## config.mk

```make
export PLATFORM = sky130hd
export DESIGN_NAME = seq_address_stepper
export DESIGN_NICKNAME = d
export VERILOG_FILES = /design/src/rtl/seq_address_stepper.sv
export SDC_FILE = /design/constraint.sdc
export NUM_CORES = 1
export LEC_CHECK = 0
export BUFFER_PORTS_ARGS = -buffer_cell sky130_fd_sc_hd__buf_2
export CAP_MARGIN = 5
export CORE_MARGIN = 2
export CORE_UTILIZATION = 45
export DETAILED_ROUTE_END_ITERATION = 7
export GPL_TIMING_DRIVEN = 0
export PLACE_DENSITY = 0.76
export REMOVE_ABC_BUFFERS = 1
export SLEW_MARGIN = 20
export SYNTH_ARGS = -nofsm -noshare
export SYNTH_HDL_FRONTEND = slang
export SYNTH_SLANG_ARGS = --single-unit
```

## constraint.sdc

```tcl
create_clock -name CLK -period 1.7 [get_ports CLK]
set_input_delay 0.17 -clock CLK [delete_from_list [all_inputs] [get_ports CLK]]
set_output_delay 0.17 -clock CLK [all_outputs]
set_load 0.01 [all_outputs]
```

## src/rtl/seq_address_stepper.sv

```systemverilog
// -----------------------------------------------------------------------------
// seq_address_stepper
//
// Movement-sequence address controller. It sits directly downstream of
// nextAddressEnabler and walks the shared address of the position/time ROMs
// one step per `enabler` pulse. It supports start, stop, looping and an
// end-of-sequence DONE state. It also emits a `load_pos` strobe delayed to
// match ROM read latency, so the servo PWM stage latches a position only
// when the ROM data is valid.
//
// Parameters
//   ADDR_W   width of the ROM address (default 6)
//   ROM_LAT  ROM read latency in cycles, legal range 1..4 (default 1)
//
// Ports
//   CLK         system clock (50 MHz)
//   RST_N       asynchronous active-low reset (release synchronised upstream)
//   start       pulse: (re)start the sequence at address 0
//   stop        pulse: abort to IDLE; wins over start and enabler
//   loop_en     level: 1 = wrap to 0 after the last step, 0 = finish in DONE
//   enabler     pulse: advance one step (only honoured in RUN)
//   seq_last    last valid address of the sequence, sampled on every step
//   addr        current ROM address
//   running     high while in RUN
//   load_pos    one-cycle strobe, ROM_LAT cycles after each addr load
//   done        one-cycle pulse on entering DONE
//   wrap_count  completed loops, saturating at 255
//
// Build option
//   SEQ_WRAP_CNT_EN  when defined, the loop counter is built. When undefined,
//                    wrap_count is tied to 0 and nothing else changes.
// -----------------------------------------------------------------------------
`timescale 1ns/1ps

module seq_address_stepper #(
  parameter int ADDR_W  = 6,
  parameter int ROM_LAT = 1
) (
  input  logic              CLK,
  input  logic              RST_N,
  input  logic              start,
  input  logic              stop,
  input  logic              loop_en,
  input  logic              enabler,
  input  logic [ADDR_W-1:0] seq_last,
  output logic [ADDR_W-1:0] addr,
  output logic              running,
  output logic              load_pos,
  output logic              done,
  output logic [7:0]        wrap_count
);

  typedef enum logic [1:0] {
    S_IDLE = 2'd0,
    S_RUN  = 2'd1,
    S_DONE = 2'd2
  } state_t;

  state_t             state;
  // Bit 0 is loaded on the edge that loads addr. load_pos is one more
  // register behind the tail, which places the strobe in the cycle after
  // edge N+ROM_LAT.
  logic [ROM_LAT-1:0] load_pipe;

`ifdef SEQ_WRAP_CNT_EN
  logic [7:0] wrap_cnt_q;
  assign wrap_count = wrap_cnt_q;
`else
  assign wrap_count = 8'd0;
`endif

  // NOTE: sequential state uses non-blocking assignments only. Later
  // assignments in this block override the defaults written at its top,
  // which keeps the priority order (stop > start > enabler) readable.
  always_ff @(posedge CLK or negedge RST_N) begin
    // NOTE: the asynchronous reset clears every register here, including
    // the whole load pipeline, so no stale strobe can leak out after reset.
    if (!RST_N) begin
      state     <= S_IDLE;
      addr      <= '0;
      running   <= 1'b0;
      done      <= 1'b0;
      load_pos  <= 1'b0;
      load_pipe <= '0;
`ifdef SEQ_WRAP_CNT_EN
      wrap_cnt_q <= 8'd0;
`endif
    end else begin
      // Defaults: done is a pulse, and the load pipeline shifts with an
      // empty head unless a load is issued below.
      done     <= 1'b0;
      load_pos <= load_pipe[ROM_LAT-1];
      for (int i = ROM_LAT - 1; i > 0; i--) begin
        load_pipe[i] <= load_pipe[i-1];
      end
      load_pipe[0] <= 1'b0;

      if (stop) begin
        // Flush so a step already in flight never produces a strobe.
        state     <= S_IDLE;
        addr      <= '0;
        running   <= 1'b0;
        load_pos  <= 1'b0;
        load_pipe <= '0;
      end else if (start) begin
        // A same-cycle enabler is intentionally dropped on restart.
        state        <= S_RUN;
        running      <= 1'b1;
        addr         <= '0;
        load_pipe[0] <= 1'b1;
`ifdef SEQ_WRAP_CNT_EN
        wrap_cnt_q   <= 8'd0;
`endif
      end else if (state == S_RUN && enabler) begin
        if (addr != seq_last) begin
          // If seq_last was lowered below addr, this wraps naturally
          // at 2**ADDR_W. No error is flagged for that case.
          addr         <= addr + ADDR_W'(1);
          load_pipe[0] <= 1'b1;
        end else if (loop_en) begin
          addr         <= '0;
          load_pipe[0] <= 1'b1;
`ifdef SEQ_WRAP_CNT_EN
          if (wrap_cnt_q != 8'hFF) begin
            wrap_cnt_q <= wrap_cnt_q + 8'd1;
          end
`endif
        end else begin
          // End of sequence: addr holds on the last position.
          state   <= S_DONE;
          running <= 1'b0;
          done    <= 1'b1;
        end
      end
    end
  end

endmodule

```

==> reports/metrics.cfg, run 1 <==
[outcome]
status = finished, final reports clean

[worst_setup_path]
timing.setup.critical_path_class = flop to flop
critical_path.max_fanout = 6
data_required_time_of_the_worst_path_ps = 1890
crit-reg2reg-launch = addr[1]
timing.critical_path.to = addr[1]
reg_to_reg_setup_timing_slack_ps = 110
regToRegEndpoint = addr[1]
cp-startpoint = addr[1]
worstSetupEndpointType = flop
worst_r2r_path_depth = 4
crit_path_start_kind = flop
worstPathArrival_ps = 1780

[drt]
drt-initial-drc-count = 12
drt_drc_violations_left = 0
drt-total-wl_um = 1380
detail_route.vias_per_cell = 5.27
detailroute.via_count = 585
routedWlPerCell_um = 12.4
drt-pass1-iter-count = 4
ant_nets = 0

[yosys]
post_synth_xor_xnor_area = 0.0781
synth_top_family_by_area = simple AND/OR/NAND/NOR gates
synth_compound_area_frac = 0.160
ys_types = 30
yosys-mux-area-fraction = 0.0149
synth_simple_gate_area_frac = 0.219
synth_adder_area_share = 0.0186
synthesis.area_um2 = 673
syn-mean-instance-area_um2 = 9.35
synth.yosys.seq_area_share = 0.409
synth_seq_cells = 11
yosys_warnings = 0
syn_inst = 72

[clocking]
root_buffer_cell = sky130_fd_sc_hd__clkbuf_4
cts.htree.levels = 1
cts.sink_count = 11
cts_max_path_buffers = 2
holdBufCountCts = 1
cts_inserted_buffers = 3
clkTransAtPathRegs_ps = 70
postCtsResizedCells = 0
clk_latency_ps = 260
cts_setup_buffers = 0
tritoncts = built

[power]
powerDensity_nw_per_um2 = 650
ir_worst_vdd_uv = 445
p_leak_uw = 0.000372

[job]
drv.max_cap_violation_count = 0

[sta]
max_freq_mhz = 629
aggregate_negative_setup_slack_ps = 0
final.period_utilization = 0.936
unrepaired_setup_endpoints_after_global_routing = no
shortest_period_the_worst_path_allows_ps = 1590
finalHoldViolations = 0
finalSetupViolations = 0
worst_hold_slack_ps = 101
finClkSkew_ps = 1.29
slew_limit_fails = 0

[cells_and_area]
nets = 110
post_route_cells_drive_above_1_share = 0.271
syn_to_final_growth_pct = 18.0
diodes = 0

[hold_path]
hp-start = stop
hold_path_depth = 2
min-delay-path-class = input port to flop

[placement]
gp_routability_congestion = 0.759
buffer_ports.inserted = 20
dp.final_hpwl_um = 1040

[grt]
first_global_vias = 483
grt_first_pass_wirelength_um = 2190
initial_antenna_violation_count = 0
grt_max_degree = 12
grt_usage = 0.159
gr-total-overflow = 0

[floorplan]
core.rowCount = 13
chipWidth_um = 42.7
floorplan.initialDensity = 0.499
die_h_um = 42.7
die-area_um2 = 1820
fp.coreArea_um2 = 1350
io-pin-count = 29

## metrics by stage
stage / instance area, um2 / power (uW) / cells / worst slack, ps / util
after floorplan: 639 / 312 / 71 / 204 / -
after global placement: 758 / 342 / 106 / 159 / 0.562
after detailed placement: 758 / 344 / 106 / 109 / 0.562
after CTS: 795 / 522 / 111 / 81.2 / 0.589
after global routing: 795 / 540 / 111 / 6.24 / 0.589
final: 795 / 516 / 111 / 109 / 0.589
## power breakdown
part | internal (uW) | switching [uW]
Combinational | 27.2 | 43.9
Sequential | 266 | 3.31
Clock | 90.6 | 84.7
Total | 384 | 132
## cells by family after synthesis
group,after synthesis
adder cells (fa/ha/maj),1
AO/OA/AOI/OAI,15
other,1
flip-flops,11
multiplexers,1
buffers and inverters,9
XOR/XNOR,6
AND/OR/NAND/NOR,28
## cell type report
| class | count | area [um2] |
|---|---|---|
| fillers | 129 | 556 |
| multi-input cells | 59 | 360 |
| flip-flops and latches | 11 | 275 |
| repair buffers | 21 | 110 |
| clock buffers | 4 | 26.3 |
| well taps | 15 | 18.8 |
| inverters | 1 | 3.75 |
## cells in the mapped netlist, drive strengths merged
cell type,n,area share
ha,1,0.019
o21ba,1,0.015
nor3b,1,0.011
o211ai,1,0.011
buf,8,0.089
or3,1,0.0093
nand3b,1,0.011
nor2,5,0.028
nand2,9,0.050
nor4,1,0.0093
nand4,1,0.019
inv,1,0.0056
a31oi,1,0.0093
conb,1,0.0056
dfrtp,11,0.41
and2,1,0.0093
o21a,1,0.011
o21ai,1,0.0074
nand3,2,0.015
o31a,1,0.013
or4b,1,0.015
xnor2,6,0.078
mux2i,1,0.015
or2,1,0.0093
o22ai,2,0.019
o41ai,1,0.013
nor3,2,0.015
a21oi,3,0.022
nor2b,2,0.019
o32ai,3,0.039
## state kept, by name, summed over array words and instances (netlist names)
register and count:
addr 6, done 1, state 2, load_pos 1, load_pipe 1
## routing by layer
| metal | GRT usage | wire [um] | vias up |
|---|---|---|---|
| met5 | 0 | 0 | - |
| met4 | 0.0750 | 14 | 0 |
| met3 | 0.0128 | 84 | 2 |
| met2 | 0.261 | 653 | 26 |
| met1 | 0.211 | 625 | 264 |
| li1 | - | - | 293 |
## worst min-delay path by stage
stage	to	slack (ps)
3_5_place_dp	done	60
4_1_cts	state[0]	90
6_report	state[0]	100
5_1_grt	state[0]	120
2_1_floorplan	addr[0]	-130
3_3_place_gp	done	50
## worst max-delay path, cell delays in order (launching register included)
cell                      delay, ps
sky130_fd_sc_hd__dfrtp_1        450
sky130_fd_sc_hd__xnor2_1        210
sky130_fd_sc_hd__nand4_2        200
sky130_fd_sc_hd__or4b_1         500
sky130_fd_sc_hd__a31oi_1        160
## layout by cell type (no fill, tap or decap), types with 2 or more instances in the layout
cell                       count
sky130_fd_sc_hd__a21oi_1       3
sky130_fd_sc_hd__buf_2        20
sky130_fd_sc_hd__clkbuf_4      3
sky130_fd_sc_hd__conb_1        8
sky130_fd_sc_hd__dfrtp_1      11
sky130_fd_sc_hd__nand2_1       9
sky130_fd_sc_hd__nand3_1       2
sky130_fd_sc_hd__nor2_1        5
sky130_fd_sc_hd__nor2b_1       2
sky130_fd_sc_hd__nor3_1        2
sky130_fd_sc_hd__o22ai_1       2
sky130_fd_sc_hd__o32ai_1       3
sky130_fd_sc_hd__xnor2_1       6
Power figures use the tool's default switching activity.
==> inputs of run 2 (changes only) <==
--- a/config.mk
+++ b/config.mk
@@ -9,6 +9,7 @@
 export CAP_MARGIN = 5
 export CORE_MARGIN = 2
 export CORE_UTILIZATION = 45
+export CTS_BUF_LIST = sky130_fd_sc_hd__clkbuf_4 sky130_fd_sc_hd__clkbuf_8 sky130_fd_sc_hd__clkbuf_16
 export DETAILED_ROUTE_END_ITERATION = 7
 export GPL_TIMING_DRIVEN = 0
 export PLACE_DENSITY = 0.76
==> run 2 against run 1 <==
Compared with the run above:
- clock skew hardly changed
- via count did not move
- setup slack about the same
- sequential share of layout area fell by 0.16 points
- clock power is 9% higher
- critical path depth is the same
- sequential cell count is the same
==> reports/metrics.cfg, run 2 (synthesis results as in run 1) <==
[outcome]
status = finished, final reports clean

[power]
power.sequential.fraction = 0.507
p_int_uw = 400
p_comb_frac = 0.133
net-switching-power_uw = 132
powerDensity_nw_per_um2 = 666
clkPwrFrac = 0.359
p_leak_uw = 0.000375
sw_frac_of_total = 0.247
ir_worst_vdd_uv = 344

[placement]
dp.final_hpwl_um = 1040
gp_routability_congestion = 0.759
buffer_ports.inserted = 20
post_dp_cell_area_um2 = 758

[worst_setup_path]
worstSetupEndpointType = flop
worstPathArrival_ps = 1780
critical_path.max_fanout = 6
crit_path_start_kind = flop
data_required_time_of_the_worst_path_ps = 1890
timing.setup.critical_path_class = flop to flop

[sta]
finalHoldViolations = 0
max_freq_mhz = 629
final.period_utilization = 0.936
finalSetupViolations = 0
aggregate_negative_setup_slack_ps = 0
unrepaired_setup_endpoints_after_global_routing = no
worst_hold_slack_ps = 101
slew_limit_fails = 0
shortest_period_the_worst_path_allows_ps = 1590
finClkSkew_ps = 1.59

[clocking]
clk_latency_ps = 260
cts_setup_buffers = 0
postCtsResizedCells = 0
clkTransAtPathRegs_ps = 70
holdBufCountCts = 1
cts_inserted_buffers = 3
root_buffer_cell = sky130_fd_sc_hd__clkbuf_4
cts_max_path_buffers = 2
cts.sink_count = 11
tritoncts = built
cts.htree.levels = 1

[cells_and_area]
diodes = 0
post_route_cells_drive_above_1_share = 0.281
finalInstanceArea_um2 = 798
nets = 110
layout.cells.most_common_list = 20 x sky130_fd_sc_hd__buf_2, 11 x sky130_fd_sc_hd__dfrtp_1, 9 x sky130_fd_sc_hd__nand2_1, 8 x sky130_fd_sc_hd__conb_1, 6 x sky130_fd_sc_hd__xnor2_1
registers_with_the_highest_flip_flop_counts = addr: 6 flops, state: 2 flops
final_common_cell = sky130_fd_sc_hd__buf_2
regMostFlops = addr
fill_cells = 130
largest_reg_flops = 6
syn_to_final_growth_pct = 18.6

[job]
drv.max_cap_violation_count = 0

[floorplan]
die-area_um2 = 1820
floorplan.initialDensity = 0.499
core.rowCount = 13
io-pin-count = 29
fp.coreArea_um2 = 1350
die_h_um = 42.7
chipWidth_um = 42.7

[grt]
top_usage_layer = met2
met1_usage = 0.211
grt_usage = 0.159
first_global_vias = 483
grt_max_degree = 12
globalRouteMet2Util = 0.261
gr-total-overflow = 0
met3_usage = 0.0128
initial_antenna_violation_count = 0
grt_first_pass_wirelength_um = 2190

[hold_path]
min-delay-path-class = input port to flop

[drt]
drt-initial-drc-count = 13
detail_route.vias_per_cell = 5.27
drt_drc_violations_left = 0
drt-pass1-iter-count = 4
routedWlPerCell_um = 12.4
ant_nets = 0
drt-total-wl_um = 1370
detailroute.via_count = 585

-- run 2: path summary, 6_finish.rpt --
kind	startpoint	end	slack (ps)	cells past startpoint
worst min register to register	load_pipe	load_pos	490	1
worst max register to register	addr[1]	addr[1]	110	4
worst max-delay path	addr[1]	addr[1]	110	4
max in group asynchronous	RST_N	load_pos	1200	2
min in group asynchronous	RST_N	addr[1]	300	2
worst min-delay path	stop	state[0]	100	2
-- run 2: per-stage QoR --
stage,cells,setup slack (ps),total power [uW],utilization
2_1_floorplan,71,204,312,-
3_3_place_gp,106,159,342,0.562
3_5_place_dp,106,109,344,0.562
4_1_cts,111,81.2,539,0.591
5_1_grt,111,6.24,557,0.591
6_report,111,109,532,0.591
-- run 2: area by class of cell --
| type | count | area, um2 | share of cell area |
|---|---|---|---|
| repair buffers | 21 | 110 | 0.138 |
| flip-flops and latches | 11 | 275 | 0.345 |
| clock buffers | 4 | 30.0 | 0.0376 |
| well taps | 15 | 18.8 | 0.0235 |
| inverters | 1 | 3.75 | 0.00470 |
| multi-input cells | 59 | 360 | 0.451 |
-- run 2: critical path, cell delays in order (launching register included) --
cell and delay [ps]:
sky130_fd_sc_hd__dfrtp_1 450, sky130_fd_sc_hd__xnor2_1 210, sky130_fd_sc_hd__nand4_2 200, sky130_fd_sc_hd__or4b_1 500, sky130_fd_sc_hd__a31oi_1 160
-- run 2: power groups by stage --
stage | sequential, uW | clock, uW | combinational [uW]
after floorplan | 276 | 0 | 35.8
after global placement | 275 | 0 | 67.6
after detailed placement | 275 | 0 | 69.4
after CTS | 270 | 198 | 71.2
after global routing | 270 | 207 | 79.4
final | 270 | 191 | 70.9
-- run 2: metal layers --
metal  vias to the layer above  wire length (um)
li1                        292                 -
met4                         0                14
met2                        26               654
met1                       265               617
met3                         2                85
met5                         -                 0
